<file path="src/rtl/pipe_adder_pkg.sv">
// Shared constants, configuration check and stage record for the pipelined slice adder.
// The optional subtract path is enabled by defining PIPE_ADDER_SUB_EN.
package pipe_adder_pkg;

  localparam int WIDTH_DEF = 32;
  localparam int SLICE_DEF = 4;
  // Widest operand the stage record can carry; narrower builds use the low bits.
  localparam int WIDTH_MAX = 64;

  typedef struct packed {
    logic                 valid;
    logic                 carry;
    logic [WIDTH_MAX-1:0] sum;
    logic [WIDTH_MAX-1:0] a;
    logic [WIDTH_MAX-1:0] b;
  } stage_t;

  function automatic bit cfg_ok(input int width, input int slice);
    bit ok;
    ok = 1'b0;
    if ((slice >= 32'sd1) && (width >= slice) && (width <= WIDTH_MAX)) begin
      ok = ((width % slice) == 32'sd0);
    end else begin
      ok = 1'b0;
    end
    return ok;
  endfunction

endpackage

</file>
<file path="src/rtl/pipe_adder_if.sv">
// Operand/result handshake bundle for pipe_adder; in_sub exists only when
// PIPE_ADDER_SUB_EN is defined.
interface pipe_adder_if
  import pipe_adder_pkg::*;
#(
  parameter int WIDTH = WIDTH_DEF
) ();

  logic             in_valid;
  logic             in_ready;
  logic [WIDTH-1:0] in_a;
  logic [WIDTH-1:0] in_b;
  logic             in_cin;
`ifdef PIPE_ADDER_SUB_EN
  logic             in_sub;
`endif
  logic             out_valid;
  logic             out_ready;
  logic [WIDTH-1:0] out_sum;
  logic             out_cout;
  logic             out_ovf;

  modport master (
    output in_valid, in_a, in_b, in_cin,
`ifdef PIPE_ADDER_SUB_EN
    output in_sub,
`endif
    input  in_ready,
    output out_ready,
    input  out_valid, out_sum, out_cout, out_ovf
  );

  modport slave (
    input  in_valid, in_a, in_b, in_cin,
`ifdef PIPE_ADDER_SUB_EN
    input  in_sub,
`endif
    output in_ready,
    input  out_ready,
    output out_valid, out_sum, out_cout, out_ovf
  );

endinterface

</file>
<file path="src/rtl/pipe_adder_slice.sv">
// adder_slice: SLICE-bit ripple-carry adder, also exposing the carry into its MSB
// so the final stage can derive signed overflow.
module adder_slice #(
  parameter int SLICE = 4
) (
  input  logic [SLICE-1:0] a,
  input  logic [SLICE-1:0] b,
  input  logic             cin,
  output logic [SLICE-1:0] sum,
  output logic             cout,
  output logic             c_msb
);

  // Bit-serial carry ripple across the slice.
  always_comb begin
    logic [SLICE:0] c;
    c     = '0;
    sum   = '0;
    c[0]  = cin;
    for (int k = 0; k < SLICE; k++) begin
      sum[k]   = a[k] ^ b[k] ^ c[k];
      c[k + 1] = (a[k] & b[k]) | (c[k] & (a[k] ^ b[k]));
    end
    cout  = c[SLICE];
    c_msb = c[SLICE - 1];
  end

endmodule

</file>
<file path="src/rtl/pipe_adder.sv">
// pipe_adder: one ripple slice per stage, carry registered between stages, global stall.
// Define PIPE_ADDER_SUB_EN to add the in_sub subtract select.
module pipe_adder
  import pipe_adder_pkg::*;
#(
  parameter int WIDTH = WIDTH_DEF,
  parameter int SLICE = SLICE_DEF
) (
  input logic         clk,
  input logic         rst_n,
  pipe_adder_if.slave bus
);

  localparam int STAGES = WIDTH / SLICE;

  if (!cfg_ok(WIDTH, SLICE)) begin : g_cfg_err
    $error("pipe_adder: WIDTH must be a positive multiple of SLICE and at most WIDTH_MAX");
  end

  stage_t            stage_r [STAGES];
  stage_t            next_s  [STAGES];
  logic              ovf_r;
  logic              en_s;
  logic [WIDTH-1:0]  b_eff_s;
  logic              cin_eff_s;
  logic [SLICE-1:0]  sa_s [STAGES];
  logic [SLICE-1:0]  sb_s [STAGES];
  logic [SLICE-1:0]  ss_s [STAGES];
  logic [STAGES-1:0] ci_s;
  logic [STAGES-1:0] co_s;
  logic [STAGES-1:0] cm_s;
  logic              unused_s;

  assign en_s         = !stage_r[STAGES-1].valid || bus.out_ready;
  assign bus.in_ready = en_s;

`ifdef PIPE_ADDER_SUB_EN
  assign b_eff_s   = bus.in_b ^ {WIDTH{bus.in_sub}};
  assign cin_eff_s = bus.in_cin ^ bus.in_sub;
`else
  assign b_eff_s   = bus.in_b;
  assign cin_eff_s = bus.in_cin;
`endif

  for (genvar i = 0; i < STAGES; i++) begin : g_stage
    if (i == 0) begin : g_head
      assign sa_s[i] = bus.in_a[SLICE-1:0];
      assign sb_s[i] = b_eff_s[SLICE-1:0];
      assign ci_s[i] = cin_eff_s;
    end else begin : g_body
      assign sa_s[i] = stage_r[i-1].a[i*SLICE +: SLICE];
      assign sb_s[i] = stage_r[i-1].b[i*SLICE +: SLICE];
      assign ci_s[i] = stage_r[i-1].carry;
    end

    adder_slice #(.SLICE(SLICE)) u_slice (
      .a     (sa_s[i]),
      .b     (sb_s[i]),
      .cin   (ci_s[i]),
      .sum   (ss_s[i]),
      .cout  (co_s[i]),
      .c_msb (cm_s[i])
    );
  end

  // Each stage inherits the previous record and fills in its own sum slice and carry.
  always_comb begin
    for (int i = 0; i < STAGES; i++) begin
      next_s[i] = '0;
    end
    next_s[0].valid              = bus.in_valid;
    next_s[0].a[WIDTH-1:0]       = bus.in_a;
    next_s[0].b[WIDTH-1:0]       = b_eff_s;
    next_s[0].sum[SLICE-1:0]     = ss_s[0];
    next_s[0].carry              = co_s[0];
    for (int i = 1; i < STAGES; i++) begin
      next_s[i]                       = stage_r[i-1];
      next_s[i].sum[i*SLICE +: SLICE] = ss_s[i];
      next_s[i].carry                 = co_s[i];
    end
  end

  // Pipeline registers: synchronous clear, all stages advance together on en_s.
  always_ff @(posedge clk) begin
    if (!rst_n) begin
      for (int i = 0; i < STAGES; i++) begin
        stage_r[i] <= '0;
      end
      ovf_r <= 1'b0;
    end else if (en_s) begin
      for (int i = 0; i < STAGES; i++) begin
        stage_r[i] <= next_s[i];
      end
      ovf_r <= cm_s[STAGES-1] ^ co_s[STAGES-1];
    end else begin
      ovf_r <= ovf_r;
    end
  end

  assign bus.out_valid = stage_r[STAGES-1].valid;
  assign bus.out_sum   = stage_r[STAGES-1].sum[WIDTH-1:0];
  assign bus.out_cout  = stage_r[STAGES-1].carry;
  assign bus.out_ovf   = ovf_r;

  // Operand remainders are exhausted at the last stage and only its MSB carry matters.
  assign unused_s = ^{stage_r[STAGES-1].a, stage_r[STAGES-1].b, stage_r[STAGES-1].sum, cm_s};

endmodule

</file>
<file path="src/flat_wrapper.sv">
// flat-port wrapper written by rule: the top's interface ports become plain ports
module pipe_adder_flat import pipe_adder_pkg::*;
#(
  parameter int WIDTH = WIDTH_DEF,
  parameter int SLICE = SLICE_DEF
)
  (clk, rst_n, bus_in_valid, bus_in_a, bus_in_b, bus_in_cin, bus_in_ready, bus_out_ready, bus_out_valid, bus_out_sum, bus_out_cout, bus_out_ovf);
  pipe_adder_if #(.WIDTH(WIDTH)) bus_i ();
  input logic clk;
  input logic rst_n;
  input wire logic [$bits(bus_i.in_valid)-1:0] bus_in_valid;
  input wire logic [$bits(bus_i.in_a)-1:0] bus_in_a;
  input wire logic [$bits(bus_i.in_b)-1:0] bus_in_b;
  input wire logic [$bits(bus_i.in_cin)-1:0] bus_in_cin;
  output wire logic [$bits(bus_i.in_ready)-1:0] bus_in_ready;
  input wire logic [$bits(bus_i.out_ready)-1:0] bus_out_ready;
  output wire logic [$bits(bus_i.out_valid)-1:0] bus_out_valid;
  output wire logic [$bits(bus_i.out_sum)-1:0] bus_out_sum;
  output wire logic [$bits(bus_i.out_cout)-1:0] bus_out_cout;
  output wire logic [$bits(bus_i.out_ovf)-1:0] bus_out_ovf;
  assign bus_i.in_valid = bus_in_valid;
  assign bus_i.in_a = bus_in_a;
  assign bus_i.in_b = bus_in_b;
  assign bus_i.in_cin = bus_in_cin;
  assign bus_in_ready = bus_i.in_ready;
  assign bus_i.out_ready = bus_out_ready;
  assign bus_out_valid = bus_i.out_valid;
  assign bus_out_sum = bus_i.out_sum;
  assign bus_out_cout = bus_i.out_cout;
  assign bus_out_ovf = bus_i.out_ovf;
  pipe_adder #(.WIDTH(WIDTH), .SLICE(SLICE)) u_core (.clk(clk), .rst_n(rst_n), .bus(bus_i));
endmodule
</file>
<file path="config.mk">
export PLATFORM = sky130hd
export DESIGN_NAME = pipe_adder_flat
export DESIGN_NICKNAME = d
export VERILOG_FILES = /design/src/rtl/pipe_adder_pkg.sv /design/src/rtl/pipe_adder_if.sv /design/src/rtl/pipe_adder_slice.sv /design/src/rtl/pipe_adder.sv /design/src/flat_wrapper.sv
export SDC_FILE = /design/constraint.sdc
export NUM_CORES = 1
export LEC_CHECK = 0
export BUFFER_PORTS_ARGS = -buffer_cell sky130_fd_sc_hd__buf_4
export CAP_MARGIN = 40
export CORE_UTILIZATION = 40
export DETAILED_ROUTE_END_ITERATION = 6
export GPL_TIMING_DRIVEN = 0
export PLACE_DENSITY_LB_ADDON = 0.25
export SYNTH_ARGS = -nofsm -noshare
export SYNTH_HDL_FRONTEND = slang
export SYNTH_SLANG_ARGS = --single-unit
</file>
<file path="constraint.sdc">
create_clock -name clk -period 22.3 [get_ports clk]
set_clock_uncertainty 0.1 [all_clocks]
set_input_delay 1.115 -clock clk [delete_from_list [all_inputs] [get_ports clk]]
set_output_delay 1.115 -clock clk [all_outputs]
set_load 0.01 [all_outputs]
</file>
Word-level counts from Yosys, hierarchy flattened
Memory sizes are Yosys's and may differ from the RTL's.
Cells that the tools add are included.
{"block": "word_totals", "ff_bits": 1, "mem_bits_rw": 1552, "inputBits": 69, "elab_cells": 185, "mem_count": 1}
{"block": "op_classes", "muxes": 12, "bitwise_logic": 169, "reduce_logical": 2}
{"name": "u_core.stage_r", "words": 8, "width": 194, "read_ports": 8, "rd_ports_with_merged_regs": 0, "wr": 8, "line_no": "pipe_adder.sv:20", "rtl": "stage_t stage_r [STAGES];"}
{"operator": "two-way mux 194 bit", "count": 8}
{"operator": "XOR 1 bit", "count": 65}
{"operator": "AND 1 bit", "count": 64}
{"operator": "bitwise OR 1 bit", "count": 40}
{"operator": "two-way mux 1 bit", "count": 4}
{"operator": "zero test 1 bit", "count": 1}
{"operator": "logical OR 1 bit", "count": 1}

Depth between registers and ports, before layout
Gate-level depths: netlist (run 1).
An unclocked memory read counts as a cell.
{"block": "depth", "ltp_word": 11, "depth_mapped": 9, "ltp_nobuf": 9}

Cells and area by module
From an unflattened synthesis (run 1), not the netlist that was laid out.
{"block": "hier_totals", "hier_cells": 949, "area_unflattened_um2": 15408.5}
{"mod": "pipe_adder", "n_inst": 1, "cells_each": 853, "area_each_um2": 14527.7, "seq_area_each_um2": 11551.1}
{"mod": "adder_slice", "n_inst": 8, "cells_each": 12, "area_each_um2": 110.1, "seq_area_each_um2": 0.0}

Least setup slack after synthesis (run 1)
Ideal clock, no wire load.
{"block": "synth_path", "kind": "input-to-reg", "startpoint": "input port bus_out_ready", "endpoint": "memory u_core.stage_r[0][10] (netlist bit), enable pin", "setup_ns": 2.837, "t_arrival_ns": 7.910, "required_time_ns": 19.363, "path_slack_ns": 11.453, "stages": 5, "n_path_buf": 3, "path_cell_list": "nor2b_1 -> buf_6 -> buf_6 -> buf_2 -> nand2_1"}
{"item": "from (decl)", "line_no": "flat_wrapper.sv:16", "rtl": "input wire logic [$bits(bus_i.out_ready)-1:0] bus_out_ready;"}
{"item": "to (decl)", "line_no": "pipe_adder.sv:20"}

Worst setup path after layout (run 1)
{"block": "layout_path", "startpoint": "input port bus_out_ready", "endpoint": "output port bus_in_ready"}
{"block": "layout_between", "elab_chain_cells": 1}
{"item": "logical OR 1 bit", "line_no": "pipe_adder.sv:34", "rtl": "assign en_s = !stage_r[STAGES-1].valid || bus.out_ready;"}
{"item": "to (decl)", "line_no": "flat_wrapper.sv:15", "rtl": "output wire logic [$bits(bus_i.in_ready)-1:0] bus_in_ready;"}
No other way between the ends.

==> results of run 1 <==
==> worst paths after layout <==
path,slack [ns],cells after the start,to,from
setup / recovery,18.74,7,bus_in_ready,bus_out_ready
hold / removal,0.41,1,u_core.stage_r[6][28]$_SDFFCE_PN0P_,u_core.stage_r[5][28]$_SDFFCE_PN0P_
setup reg to reg,18.95,9,u_core.stage_r[1][89]$_SDFFCE_PN0P_,u_core.stage_r[7][193]$_SDFFCE_PN0P_
hold reg to reg,0.41,1,u_core.stage_r[6][28]$_SDFFCE_PN0P_,u_core.stage_r[5][28]$_SDFFCE_PN0P_
==> logic make-up after synthesis <==
kind of cell,share of synthesized area [%]
xor+xnor,0.0550
flops,72.6
simple gates,17.3
buf+inv,5.97
compound gates,0.0472
fa+ha+maj,4.03
==> synthesized netlist by cell type <==
library cell,count,area (sq um)
and2_1,66,413
buf_2,12,60.1
buf_4,2,15.0
buf_6,56,631
clkbuf_1,7,26.3
dfxtp_1,1,20.0
edfxtp_1,384,11500
fa_1,32,641
inv_1,58,218
nand2_1,1,3.75
nand4b_1,1,8.76
nor2_1,6,22.5
nor2b_1,1,6.26
nor3_1,18,90.1
nor3b_1,293,2200
nor3b_2,1,12.5
o31ai_1,1,7.51
xor2_1,1,8.76
==> power by group <==
| group | switching, W | total, W | internal, W | leakage, nW |
|---|---|---|---|---|
| Combinational | 0.0000261 | 0.0000551 | 0.0000290 | 2.12 |
| Sequential | 0.00000509 | 0.000815 | 0.000810 | 4.66 |
| Clock | 0.000260 | 0.000615 | 0.000355 | 0.590 |
| Total | 0.000292 | 0.00149 | 0.00119 | 7.37 |
==> state kept, by name, indices dropped and copies added (netlist names) <==
register            flops
u_core.bus.out_ovf      1
u_core.stage_r        384
==> metrics by stage <==
step | total power (W) | cell area [sq um]
after global placement | 0.000886 | 17300
after detailed placement | 0.000886 | 17500
after global routing | 0.00154 | 18700
after floorplan | 0.000862 | 15900
after CTS | 0.00150 | 18700
final | 0.00149 | 18700
==> layer usage <==
metal	vias up	GRT usage, %	share of wire, %
met4	0	3.71	1.8
li1	3759	-	-
met3	39	2.62	4.4
met2	167	24.1	49
met1	3738	19.5	45
met5	-	0	0
==> cell usage in the layout (no fill, tap or decap) <==
cell | netlist | routed
and2_1 | 66 | 66
buf_12 | 0 | 2
buf_16 | 0 | 5
buf_2 | 12 | 12
buf_4 | 2 | 106
buf_6 | 56 | 56
bufinv_16 | 0 | 1
clkbuf_1 | 7 | 17
clkbuf_16 | 0 | 42
clkinv_1 | 0 | 15
clkinv_2 | 0 | 4
clkinv_8 | 0 | 1
dfxtp_1 | 1 | 1
edfxtp_1 | 384 | 384
fa_1 | 32 | 32
inv_1 | 58 | 58
nand2_4 | 0 | 1
nand4b_1 | 1 | 1
nor2_1 | 6 | 6
nor2b_1 | 1 | 1
nor3_1 | 18 | 18
nor3b_1 | 293 | 293
nor3b_2 | 1 | 1
o31ai_1 | 1 | 1
xor2_1 | 1 | 1
==> area by class of cell <==
class / count / area share (%)
timing repair buffer: 111 / 5.11
inverter: 58 / 1.16
clock buffer: 52 / 5.81
clock inverter: 21 / 0.654
multi-input combinational: 421 / 18.3
buffer: 77 / 3.91
tap: 518 / 3.46
sequential: 385 / 61.6
==> run metrics, run 1 <==
grt ovf=0; register area=11,600 sq um; PD cells=between 70 and 80 nW/um^2; WL per Instance=about 18 um; ant diodes=0; core area=roughly 39,000 sq um; Clock Sinks=~390; CP cell instances=buf_4 > nor2b_1 > buf_6 > buf_6 > buf_2 > inv_1 > buf_4; outcome=finished clean; fraction of layout cells with a size suffix above 1=about 21%; post_cts resized=0; Buffers on Ports=104; Worst Hold Slack=approximately 0.41 ns; drc violations=0; Gate Count Post-Synth=between 900 and 1,000; final setup violation count=0; Worst Path Max Fanout=10; Die Ht=slightly above 200 um; Max Buffers Root-to-Sink=3; DIE WIDTH=201 um; CTS tree=built; drt first pass iters=5; pre-CTS WS=18.27 ns; Clk pin slew, worst setup/hold paths=0.06 ns; Buf+Inv Stages, Crit Path=6; fillers=3,343; Pins Over Slew Limit=0; setup TNS=0 ns; Yosys reg bits=a little under 400; unrepaired setup endpoints after global routing=false; H-tree lvl count=2; P_leak=7.37 nW; Layout Nets=1,196; DP Cell Count=1,570; RD Place Congestion=0.782; Iter 0 DRT Violations=529; Max-Cap Viols=0; HPWL after DPL=19,700 um; Seq/Total Area, Yosys=72.6%; Max VDD drop=0.0000518 V; Mapped Nets=1,042; Worst Setup Slack, final=18.74 ns; die area=between 40,000 and 50,000 sq um; post-layout utilization of the core=48.2%; number of global-route vias before repair=7,898; total global-route track usage=14.5%; Final min period=3.56 ns; WS Path Type=in -> out; hold crit path type=reg -> reg; Crit-path slowest cell=buf_2; Worst path top cell family by delay=buffers and inverters; io pins=105; Crit path required time=approximately 21 ns; via count=7,703; f_max=around 280 MHz; Num CTS Buffers=41; postcts setup bufs=0; Yosys cell types=18; hold buffers post-CTS=0; antenna violations before repair=0; Std-Cell Rows=between 70 and 80; Critical Path Sink Type=primary output; largest net degree at the start of global routing=64; max incr delay on CP=0.36 ns; Synth-to-Final Area Change=17.8%; Final ANT Viol Nets=0; initial core utilization=about two fifths; syn_area_per_cell=16.9 sq um; fin crit share=16.0%; final hold violation count=0; non-filler instance count after layout=approximately 1,600; multi-input gate area in the final layout=3420 sq um; Slew @ Worst Pin=0.526 ns; DR vias/cell=approximately 4.7; synthesized area=15,900 sq um; Slew headroom=around 65%; Post-Route WL=28,800 um; Skew-Pair Late Insertion Delay=0.53 ns; critical path launch point type=input pin; synth warn=0; worst path arrival time=about 2.3 ns; CTS root buf=clkbuf_16; first-pass GRT wire length=~45,000 um
No activity file was read; power rests on OpenSTA's default activity.
==> inputs of run 2 (changes only) <==
ABC_AREA = 1   (was not set)
clock period = 3.4 ns   (was 22.3 ns; I/O delays follow)
==> run metrics, run 2 <==
number of enable flip-flop cells after synthesis=384 (unchanged); outcome=finished clean; Post-Route WL=23,200 um (-20%); Critical Path Sink Type=register; worst flop-to-flop path startpoint=u_core.stage_r[7][193]$_SDFFCE_PN0P_; fillers=3,388 (+1.3%); Largest Register=u_core.stage_r; area share of the largest cell type after synthesis=73.9% (+1.4 points); total global-route track usage=12.3% (-2.1 points); Gate Count Post-Synth=1,273 (+35%); Synth Flop Type=edfxtp_1; Skew-Pair Late Insertion Delay=0.53 ns (about the same); Num CTS Buffers=41 (unchanged); via count=7,986 (+3.7%); Yosys cell types=13 (-5); hold crit path type=in -> reg; grt ovf=0 (unchanged); Crit path required time=3.47 ns (-17.62 ns); io pins=105 (unchanged); fin crit share=78.1%; top cells by count, synth=inv_1, edfxtp_1, nor2_1; Worst Path Max Fanout=123 (+113); commonest cells after routing, fill and taps aside=inv_1, edfxtp_1, nor2_1; Hold Crit Start=bus_in_b[2]; Synth-to-Final Area Change=21.7%; CTS root buf=clkbuf_16; Seq/Total Area, Yosys=74.0% (+1.4 points); HPWL after DPL=14,700 um (-26%); Post-synth ARST share=0% (unchanged); Pins Over Slew Limit=0 (unchanged); core area=38,000 sq um (-2.3%); Max Buffers Root-to-Sink=3 (unchanged); post_cts resized=0 (unchanged); DP Cell Count=1,890 (+20%); most common cell after layout, fill and taps aside=inv_1; largest cells by area after synthesis=edfxtp_1, inv_1, nor2_1; syn_area_per_cell=12.3 sq um (-28%); unrepaired setup endpoints after global routing=false; Yosys reg bits=385 (unchanged); DIE WIDTH=200 um (-0.97%); top-count cell post-synth=inv_1; Buffers on Ports=103 (-0.96%); antenna violations before repair=0 (unchanged); number of global-route vias before repair=7,915 (+0.22%); Slew headroom=58.9% (-6.1 points); synth warn=0 (unchanged); Slew @ Worst Pin=0.617 ns (+0.0917 ns); RD Place Congestion=0.742 (-5.2%); Std-Cell Rows=71 (-1.4%); Die Ht=200 um (-0.97%); P_leak=8.59 nW (+17%); first-pass GRT wire length=38,100 um (-15%); ant diodes=0 (unchanged); drc violations=0 (unchanged); critical path launch point type=input pin; fraction of layout cells with a size suffix above 1=13.2% (-7.4 points); max reg flops=384 (unchanged); DR vias/cell=3.95 (-16%); WS Path Type=in -> reg; final hold violation count=0 (unchanged); Layout Nets=1,583 (+32%); Final min period=2.65 ns; Iter 0 DRT Violations=355 (-33%); largest area contributor in the netlist=edfxtp_1; largest net degree at the start of global routing=124 (+94%); Max-Cap Viols=0 (unchanged); Clock Sinks=385 (unchanged); non-filler instance count after layout=2,022 (+23%); PD cells=528 nW/um^2 (+570%); Final ANT Viol Nets=0 (unchanged); initial core utilization=41.0% (+0.15 points); Critical Path Source=rst_n; die area=39,800 sq um (-1.9%); Worst Hold Slack=0.0143 ns (-0.400 ns); synthesized area=15,600 sq um (-1.9%); drt first pass iters=4 (-1); final setup violation count=0 (unchanged); Mapped Nets=1,374 (+32%); Clk pin slew, worst setup/hold paths=0.06 ns (about the same); worst path arrival time=2.73 ns (+0.39 ns); H-tree lvl count=2 (unchanged); WL per Instance=11.5 um (-35%); Max VDD drop=0.000301 V (+480%); f_max=377 MHz; CTS tree=built
==> run 2: cell count changes after synthesis, moves of 2 or more <==
cell,previous run,this run
and2_1,66,0
nor2_1,6,318
inv_1,58,419
buf_6,56,23
inv_2,0,2
clkbuf_1,7,5
nor3_1,18,0
nor3b_1,293,0
nand2_1,1,73
==> run 2: layout make-up <==
type / instances / area [sq um] / share of cell area [%]
flip-flops and latches: 385 / 11600 / 60.8
multi-input cells: 425 / 2140 / 11.3
inverters: 421 / 1580 / 8.32
repair buffers: 166 / 1460 / 7.67
clock buffers: 53 / 1110 / 5.86
well taps: 511 / 639 / 3.37
plain buffers: 42 / 350 / 1.84
clock inverters: 19 / 161 / 0.850
==> run 2: report_power, final <==
group          switching, W  internal, W  leakage, nW
Clock               0.00169      0.00253        0.624
Sequential        0.0000408      0.00534         4.66
Combinational      0.000225     0.000208         3.31
Total               0.00196      0.00807         8.59
==> run 2: through the flow <==
step	TNS (ns)	power [W]	utilization [%]	cell area (sq um)	setup slack, ns
floorplan	0	0.00570	-	15600	0.657
global placement	-9.51	0.00586	44.8	17000	-0.0547
detailed placement	0	0.00586	45.0	17100	0.730
CTS	0	0.0102	49.9	19000	0.725
global route	0	0.0104	49.9	19000	0.568
finish	0	0.0100	49.9	19000	0.745
==> run 2: what timing repair did <==
action	CTS	global route
hold buffers	60	0
hold endpoints to repair	65	0
setup buffers	0	0
==> run 2: logic make-up (layout without fill, tap and decap cells) <==
family	count (synthesis)	count (layout)	synth area share, %
buffers and inverters	463	701	12.4
adder cells (fa/ha/maj)	32	32	4.11
AO/OA/AOI/OAI	1	1	0.0561
AND/OR/NAND/NOR	392	392	9.44
flip-flops	385	385	74.0
==> run 2: critical path: stages <==
cell and delay, ns:
dlygate4sd3_1 0.54, buf_4 0.16, clkbuf_1 0.28, nand2_8 0.45
buf_16 0.48, buf_16 0.47
==> run 2: per-layer routing <==
metal	part of all wire [%]	GRT usage (%)	up-vias
li1	-	-	4214
met1	44	15.2	3580
met2	48	21.1	147
met3	5.3	2.58	45
met4	2.8	4.95	0
met5	0	0	-
==> run 2: final timing paths <==
path                                     endpoint  slack (ns)  cells after the start
max           u_core.stage_r[0][78]$_SDFFCE_PN0P_        0.75                      6
min          u_core.stage_r[0][130]$_SDFFCE_PN0P_        0.01                      4
max reg2reg   u_core.stage_r[0][78]$_SDFFCE_PN0P_        0.76                      5
min reg2reg       u_core.bus.out_ovf$_SDFFE_PN0P_        0.39                      2
